`config.mk`:
```
export PLATFORM = sky130hd
export DESIGN_NAME = bram_bank_xlat_pipe
export DESIGN_NICKNAME = d
export VERILOG_FILES = /design/src/rtl/bram_bank_xlat_pipe.sv
export SDC_FILE = /design/constraint.sdc
export NUM_CORES = 1
export LEC_CHECK = 0
export ABC_AREA = 1
export BUFFER_PORTS_ARGS = -buffer_cell sky130_fd_sc_hd__buf_2
export CAP_MARGIN = 10
export CORE_ASPECT_RATIO = 1.2
export CORE_MARGIN = 2
export CORE_UTILIZATION = 35
export DETAILED_ROUTE_END_ITERATION = 16
export PLACE_DENSITY = 0.66
export SYNTH_ARGS = -nofsm -noshare
export SYNTH_HDL_FRONTEND = slang
export SYNTH_SLANG_ARGS = --single-unit
```
`constraint.sdc`:
```
create_clock -name clk -period 3.08 [get_ports clk]
set_clock_uncertainty 0.1 [all_clocks]
set_input_delay 0.462 -clock clk [delete_from_list [all_inputs] [get_ports clk]]
set_output_delay 0.462 -clock clk [all_outputs]
set_load 0.01 [all_outputs]
```
`src/rtl/bram_bank_xlat_pipe.sv`:
```
// bram_bank_xlat_pipe: pipelined wide-port to interleaved multi-bank BRAM translator with tracked read return.
// Optional macro BRAM_XLAT_PERF_EN adds saturating read/write request counters (rd_cnt_o, wr_cnt_o).
module bram_bank_xlat_pipe #(
    parameter int IN_WIDTH     = 32,
    parameter int OUT_WIDTH    = 16,
    parameter int BANKS        = 4,
    parameter int IN_WORD_DATA = IN_WIDTH / OUT_WIDTH,
    parameter int OUT_DEPTH    = 256,
    parameter int RD_LATENCY   = 1,
    parameter int IN_REG       = 1,
    parameter int OUT_ADDR     = $clog2(OUT_DEPTH),
    parameter int OUT_WE       = OUT_WIDTH / 8,
    parameter int GROUPS       = BANKS / IN_WORD_DATA,
    parameter int IN_ADDR      = $clog2(GROUPS * OUT_DEPTH),
    parameter int IN_WE        = IN_WIDTH / 8
) (
    input  logic                          clk,
    input  logic                          resetn,
`ifdef BRAM_XLAT_PERF_EN
    output logic [31:0]                   rd_cnt_o,
    output logic [31:0]                   wr_cnt_o,
`endif
    input  logic                          en_i,
    input  logic [IN_WE-1:0]              we_i,
    input  logic [IN_ADDR-1:0]            addr_i,
    input  logic [IN_WIDTH-1:0]           wrdata_i,
    output logic [IN_WIDTH-1:0]           rddata_i,
    output logic                          rdvalid_i,
    output logic [BANKS-1:0]              en_o,
    output logic [BANKS*OUT_WE-1:0]       we_o,
    output logic [BANKS*OUT_ADDR-1:0]     addr_o,
    output logic [BANKS*OUT_WIDTH-1:0]    wrdata_o,
    input  logic [BANKS*OUT_WIDTH-1:0]    rddata_o
);
    localparam int IWD = IN_WORD_DATA;
    localparam int GW  = (GROUPS > 1) ? $clog2(GROUPS) : 1;

    if (BANKS < 1 || (BANKS & (BANKS - 1)) != 0 || IWD < 1 || (IWD & (IWD - 1)) != 0 ||
        IWD > BANKS || OUT_WIDTH % 8 != 0 || IN_WIDTH != IWD * OUT_WIDTH ||
        RD_LATENCY < 1 || RD_LATENCY > 4) begin : g_bad_params
        $error("bram_bank_xlat_pipe: illegal parameter combination");
    end

    logic                  w_req_en;
    logic [IN_WE-1:0]      w_req_we;
    logic [IN_ADDR-1:0]    w_req_addr;
    logic [IN_WIDTH-1:0]   w_req_wd;
    logic [GW-1:0]         w_g;
    logic [OUT_ADDR-1:0]   w_baddr;
    logic                  w_rd;
    logic [IN_WIDTH-1:0]   w_rd_word;
    logic [RD_LATENCY-1:0] r_vld;
    logic [GW-1:0]         r_grp [RD_LATENCY];
    logic                  r_rdvalid;
    logic [IN_WIDTH-1:0]   r_rddata;

    if (IN_REG != 0) begin : g_in_reg
        logic                r_en;
        logic [IN_WE-1:0]    r_we;
        logic [IN_ADDR-1:0]  r_addr;
        logic [IN_WIDTH-1:0] r_wd;
        // Register the request so the banks see it one cycle after it is sampled.
        always_ff @(posedge clk or negedge resetn) begin
            if (!resetn) begin
                r_en   <= 1'b0;
                r_we   <= '0;
                r_addr <= '0;
                r_wd   <= '0;
            end else begin
                r_en   <= en_i;
                r_we   <= we_i;
                r_addr <= addr_i;
                r_wd   <= wrdata_i;
            end
        end
        assign w_req_en   = r_en;
        assign w_req_we   = r_we;
        assign w_req_addr = r_addr;
        assign w_req_wd   = r_wd;
    end else begin : g_in_comb
        // Combinational path still forces all bank signals low while reset is held.
        assign w_req_en   = resetn & en_i;
        assign w_req_we   = resetn ? we_i : '0;
        assign w_req_addr = resetn ? addr_i : '0;
        assign w_req_wd   = resetn ? wrdata_i : '0;
    end

    assign w_g     = GW'(w_req_addr % IN_ADDR'(GROUPS));
    assign w_baddr = OUT_ADDR'(w_req_addr / IN_ADDR'(GROUPS));
    assign w_rd    = w_req_en && !(|w_req_we);

    // Steer the request onto the banks of its group; address and data are broadcast.
    always_comb begin
        en_o     = '0;
        we_o     = '0;
        addr_o   = '0;
        wrdata_o = '0;
        for (int b = 0; b < BANKS; b++) begin
            en_o[b]                            = w_req_en && (b / IWD == int'(w_g));
            we_o[b*OUT_WE +: OUT_WE]           = (w_req_en && (b / IWD == int'(w_g))) ?
                                                 w_req_we[(b % IWD)*OUT_WE +: OUT_WE] : '0;
            addr_o[b*OUT_ADDR +: OUT_ADDR]     = w_baddr;
            wrdata_o[b*OUT_WIDTH +: OUT_WIDTH] = w_req_wd[(b % IWD)*OUT_WIDTH +: OUT_WIDTH];
        end
    end

    // Carry each read's group alongside the bank latency so data is steered by its own group.
    always_ff @(posedge clk or negedge resetn) begin
        if (!resetn) begin
            r_vld <= '0;
            for (int k = 0; k < RD_LATENCY; k++) r_grp[k] <= '0;
        end else begin
            r_vld[0] <= w_rd;
            r_grp[0] <= w_g;
            for (int k = 1; k < RD_LATENCY; k++) begin
                r_vld[k] <= r_vld[k-1];
                r_grp[k] <= r_grp[k-1];
            end
        end
    end

    // Gather the returning datums from the banks of the stored group.
    always_comb begin
        w_rd_word = '0;
        for (int j = 0; j < IWD; j++)
            w_rd_word[j*OUT_WIDTH +: OUT_WIDTH] =
                rddata_o[(int'(r_grp[RD_LATENCY-1])*IWD + j)*OUT_WIDTH +: OUT_WIDTH];
    end

    // Register the assembled word and hold it until the next returning read.
    always_ff @(posedge clk or negedge resetn) begin
        if (!resetn) begin
            r_rdvalid <= 1'b0;
            r_rddata  <= '0;
        end else begin
            r_rdvalid <= r_vld[RD_LATENCY-1];
            if (r_vld[RD_LATENCY-1]) r_rddata <= w_rd_word;
        end
    end

    assign rdvalid_i = r_rdvalid;
    assign rddata_i  = r_rddata;

`ifdef BRAM_XLAT_PERF_EN
    logic [31:0] r_rd_cnt;
    logic [31:0] r_wr_cnt;
    // Count requests as they are issued to the banks, saturating at all-ones.
    always_ff @(posedge clk or negedge resetn) begin
        if (!resetn) begin
            r_rd_cnt <= '0;
            r_wr_cnt <= '0;
        end else begin
            if (w_rd && r_rd_cnt != '1) r_rd_cnt <= r_rd_cnt + 32'd1;
            if (w_req_en && |w_req_we && r_wr_cnt != '1) r_wr_cnt <= r_wr_cnt + 32'd1;
        end
    end
    assign rd_cnt_o = r_rd_cnt;
    assign wr_cnt_o = r_wr_cnt;
`endif

endmodule

```
==> results.json, run 1 <==
{
  "status": "complete, no violations",
  "drt-initial-drc-count": 67,
  "rsz0062_at_grt": "false",
  "grtUsageTotal_pct": 15.6,
  "yosys-top-cells-count": "110 x nand2_1, 81 x dfrtp_1, 71 x inv_1, 63 x buf_4, 33 x nand3_1",
  "totalWireLength_mm": 9.01,
  "slew_headroom_pct": 31.9,
  "hold_end": "g_in_reg.r_wd[21]",
  "antenna_found_initial": 0,
  "p_seq_share_pct": 44.8,
  "leakagePower_nw": 2.94,
  "rr_startpoint": "r_grp",
  "period_needed_ps": 1800,
  "fmax_ghz": 0.556,
  "regArea_um2": 2030,
  "num_antenna_cells": 0,
  "critPathCaptureType": "output pin",
  "synth_top_area_cell": "dfrtp_1",
  "synth-warning-count": 0,
  "synth.net_count": 511,
  "crit_arrival_ps": 1240,
  "ff2ff_path_depth": 4,
  "place_ws_ps": 1550,
  "cts_buffer_depth": 2,
  "clk_latency_ps": 330,
  "cts_buffers": 9,
  "synth.most_common_cell": "nand2_1",
  "clkSlewWorstSetupHoldPaths_ps": 60,
  "fin_util_pct": 47.7,
  "die_w_um": 96.7,
  "p_int_w": 0.00206,
  "cap_viol_max_count": 0,
  "synth_top_area_share_pct": 56.2,
  "port-buffer-count": 252,
  "gp_congestion": 0.794,
  "finalCritPeriodShare_pct": 58.4,
  "crit_fanout": 4,
  "grt_max_degree": 82,
  "vias": 3042,
  "avgRoutedWirePerCell_um": 12.5,
  "pin_count": 253,
  "detailed_place_hpwl_mm": 6.73,
  "syn_inst": 399,
  "ys_seq_area_share_pct": 56.2,
  "die_area_um2": 11100,
  "tns_ps": 0,
  "synth_flop_cell": "dfrtp_1",
  "p_total_w": 0.00285,
  "drv_slew": 0,
  "hold_path_depth": 1,
  "netSwitchingFraction_pct": 27.7,
  "synth_area_per_cell_um2": 9.04,
  "drive_gt1_share_pct": 48.7,
  "worstReg2RegEnd": "rddata_i[26]",
  "startpoint_type": "flip-flop",
  "final-setup-viol-count": 0,
  "synth-edff-count": 0,
  "ys_async_sr_fraction_pct": 100,
  "cts_resized": 0,
  "synthDistinctLibCells": 13,
  "min_from": "wrdata_i[21]",
  "clkPwrFrac_pct": 36.8,
  "ctsHoldBuffers": 0,
  "crit_type": "flip-flop to output pin",
  "netSwitchingPower_w": 0.000788,
  "comb_power_share_pct": 18.4,
  "cts_sinks": 81,
  "fp.dieH_um": 115,
  "hold_violations": 0,
  "core_area_um2": 10000,
  "nNetsFinal": 704,
  "n_fill_cell": 1033,
  "crit_required_ps": 2520,
  "ys_seq_elements": 81,
  "rrSetupSlack_ps": 1550,
  "overflow": 0,
  "powerDensity_nw_per_um2": 596,
  "area_delta_synth_final_pct": 32.5,
  "synth_area_um2": 3610,
  "worst_hold_slack_ps": 134,
  "setup_ws_ps": 1280,
  "grt_pass1_vias": 2940,
  "htreeDepth": 3,
  "synth.top_cells.by_area": "dfrtp_1 56%, buf_4 13%, nand2_1 11%, inv_1 7.4%, nand3_1 4.6%",
  "drc": 0,
  "viasPerCell": 4.21,
  "ant_nets": 0,
  "cts_tree": "yes",
  "vdd_drop_max_mv": 0.354,
  "clockRootBuffer": "clkbuf_16",
  "start_util_pct": 36.0,
  "grt_pass1_wl_mm": 13.8,
  "drt_pass1_iterations": 4,
  "worst_pin_slew_ps": 1020,
  "rows": 40,
  "worstHoldPathType": "input pin to flip-flop",
  "post_cts_buffers": 0,
  "multi_input_area_um2": 741
}
area by class of cell:
type / instances / area share (%)
clock buffers: 10 / 4.79
clock inverters: 6 / 1.39
repair buffers: 254 / 26.8
well taps: 126 / 3.30
multi-input cells: 173 / 15.5
flip-flops and latches: 81 / 42.4
inverters: 73 / 5.84
logic make-up after synthesis:
family | Yosys count | synth area share [%]
simple gates | 173 | 20.5
flops | 81 | 56.2
buf+inv | 145 | 23.2
power by group through the flow:
stage	Combinational, W	Sequential [W]	Clock, W
after floorplan	0.000231	0.00135	0
after global placement	0.000525	0.00129	0
after detailed placement	0.000534	0.00130	0
after CTS	0.000536	0.00128	0.00109
after global routing	0.000585	0.00129	0.00114
final	0.000524	0.00128	0.00105
flip-flops by register name, summed over array words and instances, names as in the netlist:
name and cells:
g_in_reg.r_we 4, g_in_reg.r_en 1, g_in_reg.r_wd 32, rdvalid_i 1, r_grp 1, r_vld 1
g_in_reg.r_addr 9, rddata_i 32
worst max-delay path by stage:
stage	startpoint	endpoint
2_1_floorplan	g_in_reg.r_addr[0]	we_o[0]
3_3_place_gp	r_grp	rddata_i[7]
3_5_place_dp	r_grp	rddata_i[26]
4_1_cts	g_in_reg.r_en	we_o[0]
5_1_grt	g_in_reg.r_en	we_o[2]
6_report	g_in_reg.r_addr[0]	we_o[0]
routing by layer:
metal  vias up  global-route usage [%]  share of wire [%]
met3         9                    4.74                7.8
met5         -                       0                  0
li1       1485                       -                  -
met1      1405                    17.4                 38
met2       143                    27.9                 53
met4         0                    6.20                1.4
metrics by stage:
step	cell area, um2	std cells
after detailed placement	4480	707
after global routing	4780	723
final	4780	723
after global placement	4480	707
after CTS	4780	723
after floorplan	3610	399
cells in the final DEF (no fill, tap or decap), types with 2 or more instances in the layout:
cell,count
nor2_1,10
clkinv_2,2
clkinv_4,2
buf_2,251
buf_4,3
nand3_1,33
clkbuf_16,9
nand2_1,110
inv_6,2
nand2_2,20
dfrtp_1,81
inv_1,71
worst max-delay path: stages (launching register included):
cell     delay (ps)
dfrtp_1         390
nor2_1          170
inv_1           110
nor2_1          110
buf_2           140
Note: power is estimated with default switching activity, not from simulation.
==> inputs of run 2 (changes only) <==
--- a/config.mk
+++ b/config.mk
@@ -12,7 +12,7 @@
 export CORE_MARGIN = 2
 export CORE_UTILIZATION = 35
 export DETAILED_ROUTE_END_ITERATION = 16
-export PLACE_DENSITY = 0.66
+export PLACE_DENSITY = 0.69
 export SYNTH_ARGS = -nofsm -noshare
 export SYNTH_HDL_FRONTEND = slang
 export SYNTH_SLANG_ARGS = --single-unit
==> constraint.sdc (replaced) <==
create_clock -name clk -period 1.5 [get_ports clk]
set_clock_uncertainty 0.1 [all_clocks]
set_input_delay 0.225 -clock clk [delete_from_list [all_inputs] [get_ports clk]]
set_output_delay 0.225 -clock clk [all_outputs]
set_load 0.01 [all_outputs]
==> run 2 against run 1 <==
Compared with the run above: the flow now finishes with violations (setup timing); sequential share of layout area shrank 4.3 points; sequential cell count is the same; cell area grew 11%; clock-buffer cell count is the same; via count grew 7.0%; combinational power grew 130%.
==> results.json, run 2 (same netlist as run 1, synthesis figures left out) <==
{
  "rows": 40,
  "grt_max_degree": 82,
  "ant_nets": 0,
  "crit_type": "flip-flop to output pin",
  "fp.dieH_um": 115,
  "leakagePower_nw": 3.16,
  "clkSlewWorstSetupHoldPaths_ps": 70,
  "final_common_cell": "buf_2",
  "cts_tree": "yes",
  "overflow": 0,
  "final-setup-viol-count": 4,
  "crit_required_ps": 1170,
  "status": "finished with violations",
  "setup_ws_ps": -46.5,
  "critPathCaptureType": "output pin",
  "p_total_w": 0.00592,
  "grt_pass1_wl_mm": 15.5,
  "drt_pass1_iterations": 4,
  "final_cells": 775,
  "slew_headroom_pct": 71.8,
  "totalWireLength_mm": 10.2,
  "violations": "setup timing",
  "htreeDepth": 3,
  "hold_path_depth": 5,
  "vias": 3254,
  "min_from": "rddata_o[16]",
  "cts_buffers": 9,
  "area_delta_synth_final_pct": 47.6,
  "detailed_place_hpwl_mm": 6.96,
  "avgRoutedWirePerCell_um": 13.2,
  "hold_end": "rddata_i[16]",
  "antenna_found_initial": 0,
  "drt-initial-drc-count": 78,
  "viasPerCell": 4.20,
  "rr_startpoint": "r_grp",
  "ff2ff_path_depth": 4,
  "cap_viol_max_count": 0,
  "core_area_um2": 10000,
  "pin_count": 253,
  "drc": 0,
  "powerDensity_nw_per_um2": 1110,
  "port-buffer-count": 252,
  "vdd_drop_max_mv": 0.621,
  "start_util_pct": 36.0,
  "worst_pin_slew_ps": 423,
  "num_antenna_cells": 0,
  "worstHoldPathType": "input pin to flip-flop",
  "rrSetupSlack_ps": 290,
  "drv_slew": 0,
  "tns_ps": -92.2,
  "period_needed_ps": 1550,
  "cts_sinks": 81,
  "rsz0062_at_grt": "true",
  "n_fill_cell": 913,
  "die_area_um2": 11100,
  "grtUsageTotal_pct": 17.4,
  "grt_pass1_vias": 3288,
  "worstReg2RegEnd": "rddata_i[25]",
  "final_cell_mix": "251 x buf_2, 109 x nand2_1, 81 x dfrtp_1",
  "clockRootBuffer": "clkbuf_16",
  "crit_fanout": 4,
  "nNetsFinal": 756,
  "clk_latency_ps": 320,
  "drive_gt1_share_pct": 46.8,
  "fmax_ghz": 0.647,
  "crit_path_start": "g_in_reg.r_addr[0]",
  "gp_congestion": 0.798,
  "finalCritPeriodShare_pct": 103,
  "dp_cells": 710,
  "hold_violations": 0,
  "cts_buffer_depth": 2,
  "die_w_um": 96.7,
  "crit_arrival_ps": 1220,
  "startpoint_type": "flip-flop"
}
run 2: area by class of cell:
type                            count  area, um2  area share (%)
Clock buffer                       10        239            4.49
Clock inverter                      6       51.3           0.964
Inverter                           73        279            5.24
Multi-Input combinational cell    173        758            14.2
Sequential cell                    81       2030            38.1
Tap cell                          126        158            2.96
Timing Repair Buffer              306       1810            34.0
run 2: per-layer routing:
layer	track usage (%)	routed length (um)	share of wire (%)
met5	0	0	0
met4	5.26	162	1.6
met3	6.08	858	8.4
met2	32.8	5430	53
met1	18.3	3740	37
run 2: worst max path at each step:
stage	endpoint	cells past startpoint	slack, ps
after global placement	we_o[3]	4	330
after CTS	we_o[3]	5	-40
final	we_o[1]	4	-50
after floorplan	we_o[0]	3	260
after global routing	we_o[1]	5	-130
after detailed placement	we_o[3]	4	290
run 2: through the flow:
step,utilization [%],area (um2),hold WS (ps),worst slack [ps]
final,53.2,5320,84.4,-46.5
after global routing,53.2,5320,96.7,-126
after CTS,52.9,5290,74.7,-35.4
after detailed placement,45.3,4530,192,289
after global placement,45.3,4530,186,333
after floorplan,-,3610,-171,259
run 2: what timing repair did:
action                                  in CTS  in global routing
pin swaps                                    1                  2
endpoints found under the setup margin       4                  9
resized for setup                            2                  6
hold endpoints to repair                   127                  0
hold buffers                                47                  0
buffers inserted                             0                  2
run 2: where the power goes:
group / internal [W] / switching, W
Clock: 0.00119 / 0.000906
Sequential: 0.00246 / 0.000151
Combinational: 0.000569 / 0.000643
run 2: critical path: stages, from the launching register on:
cell and delay, ps:
dfrtp_1 400, nor2_2 170, inv_2 80, nor2_2 100
buf_2 140
==> inputs of run 3 (changes only) <==
--- a/config.mk
+++ b/config.mk
@@ -9,7 +9,6 @@
 export BUFFER_PORTS_ARGS = -buffer_cell sky130_fd_sc_hd__buf_2
 export CAP_MARGIN = 10
 export CORE_ASPECT_RATIO = 1.2
-export CORE_MARGIN = 2
 export CORE_UTILIZATION = 35
 export DETAILED_ROUTE_END_ITERATION = 16
 export PLACE_DENSITY = 0.69
==> run 3 against run 2 <==
Compared with the run above: the flow still finishes with violations (setup timing); hold slack improved by 2.9 ps; cell area rose by 0.42%; critical path depth did not move; first-iteration DRC count rose by 15%; core utilization rose by 0.22 points; power fell by 0.44%; register-to-register slack improved by 40 ps; sequential power barely moved; worst setup slack improved by 16 ps; cell count did not move; fmax rose by 1.0%; combinational power barely moved; critical endpoint is now we_o[2]; largest power group unchanged.
==> results.json, run 3 (same netlist as run 1, synthesis figures left out) <==
{
  "critPathSlowestCell": "dfrtp_1",
  "grt_pass1_wl_mm": 14.5,
  "clk_latency_ps": 320,
  "fmax_ghz": 0.653,
  "start_util_pct": 36.0,
  "clkSlewWorstSetupHoldPaths_ps": 60,
  "crit_path_start": "g_in_reg.r_addr[0]",
  "leakagePower_nw": 3.16,
  "rsz0062_at_grt": "true",
  "drive_gt1_share_pct": 46.5,
  "rrSetupSlack_ps": 330,
  "violations": "setup timing",
  "grt_max_degree": 45,
  "rows": 40,
  "status": "finished with violations",
  "clockRootBuffer": "clkbuf_16",
  "worst_pin_slew_ps": 375,
  "path_cells": "nor2_4, inv_2, nor2_2, buf_2",
  "finalCritPeriodShare_pct": 102,
  "hold_violations": 0,
  "area_delta_synth_final_pct": 48.3,
  "cap_viol_max_count": 0,
  "worstReg2RegEnd": "rddata_i[6]",
  "ant_nets": 0,
  "cts_buffer_depth": 2,
  "gp_congestion": 0.715,
  "vias": 3268,
  "drc": 0,
  "n_fill_cell": 909,
  "core_area_um2": 10000,
  "cts_sinks": 81,
  "final_common_cell": "buf_2",
  "nNetsFinal": 756,
  "die_w_um": 94.7,
  "crit_required_ps": 1170,
  "tns_ps": -56.5,
  "worst_hold_slack_ps": 87.3,
  "grtUsageTotal_pct": 17.8,
  "vdd_drop_max_mv": 0.631,
  "fp.dieH_um": 113,
  "viasPerCell": 4.22,
  "slew_headroom_pct": 75.0,
  "drv_slew": 0,
  "period_needed_ps": 1530,
  "place_ws_ps": 297,
  "endpoint": "we_o[2]",
  "pin_count": 253,
  "cts_tree": "yes",
  "setup_ws_ps": -30.6,
  "avgRoutedWirePerCell_um": 12.3,
  "final-setup-viol-count": 3,
  "slowest_delay_ps": 420,
  "startpoint_type": "flip-flop",
  "final_cell_mix": "249 x buf_2, 110 x nand2_1, 81 x dfrtp_1",
  "antenna_found_initial": 0,
  "crit_fanout": 4,
  "drt-initial-drc-count": 90,
  "crit_type": "flip-flop to output pin",
  "grt_pass1_vias": 3149,
  "htreeDepth": 3,
  "die_area_um2": 10700,
  "rr_startpoint": "r_grp",
  "powerDensity_nw_per_um2": 1100,
  "cts_buffers": 9,
  "worstHoldPathType": "input pin to flip-flop",
  "ff2ff_path_depth": 4,
  "port-buffer-count": 252,
  "detailed_place_hpwl_mm": 6.58,
  "critPathCaptureType": "output pin",
  "fin_util_pct": 53.4,
  "drt_pass1_iterations": 4,
  "crit_arrival_ps": 1210,
  "totalWireLength_mm": 9.56,
  "overflow": 0,
  "num_antenna_cells": 0
}
==> run 3: changes by cell type in the layout (fill, tap and decap cells not counted), moves of 2 or more <==
| cell | delta |
|---|---|
| buf_4 | -2 |
| nor2_2 | -2 |
| buf_2 | -2 |
| buf_6 | +3 |
==> run 3: how the worst min path moves through the flow <==
stage / from / to / slack (ps) / cells past startpoint
finish: rddata_o[60] / rddata_i[28] / 90 / 5
global route: rddata_o[14] / rddata_i[14] / 90 / 5
CTS: rddata_o[57] / rddata_i[25] / 80 / 5
detailed placement: resetn / g_in_reg.r_wd[15] / 130 / 2
global placement: resetn / g_in_reg.r_wd[15] / 120 / 2
floorplan: resetn / g_in_reg.r_addr[0] / -170 / 0
==> run 3: layer usage <==
metal	vias up	wire [um]	track usage [%]
met5	-	0	0
met4	0	174	5.96
met3	17	772	5.58
met2	154	5150	33.4
met1	1514	3470	18.3
li1	1583	-	-
==> run 3: metrics by stage <==
step | cells | cell area (um2) | power, W
2_1_floorplan | 399 | 3610 | 0.00325
3_3_place_gp | 711 | 4550 | 0.00374
3_5_place_dp | 711 | 4550 | 0.00376
4_1_cts | 775 | 5320 | 0.00597
5_1_grt | 775 | 5350 | 0.00625
6_report | 775 | 5350 | 0.00589
==> run 3: critical path, delay by kind of cell (launching register included) <==
kind	cells	cell delay [ps]
buffers and inverters	2	220
DFF	1	420
and+or+nand+nor	2	240
==> run 3: power breakdown <==
| group | switching, W | internal, W | leakage [nW] |
|---|---|---|---|
| clock network | 0.000889 | 0.00118 | 0.129 |
| logic | 0.000629 | 0.000575 | 2.08 |
| registers | 0.000153 | 0.00246 | 0.953 |
==> run 3: what timing repair did <==
| action | CTS | global route |
|---|---|---|
| hold endpoints to repair | 127 | 0 |
| gates resized for setup | 2 | 7 |
| setup endpoints to repair | 4 | 12 |
| pin swaps | 1 | 1 |
| hold buffers | 47 | 0 |
| setup buffers | 1 | 0 |
==> run 3: cell type report <==
type                    count  area, um2  share of cell area [%]
clock buffers              10        239                    4.47
multi-input cells         173        753                    14.1
flip-flops and latches     81       2030                    37.9
repair buffers            306       1840                    34.4
inverters                  73        279                    5.22
well taps                 126        158                    2.95
clock inverters             6       50.0                   0.936
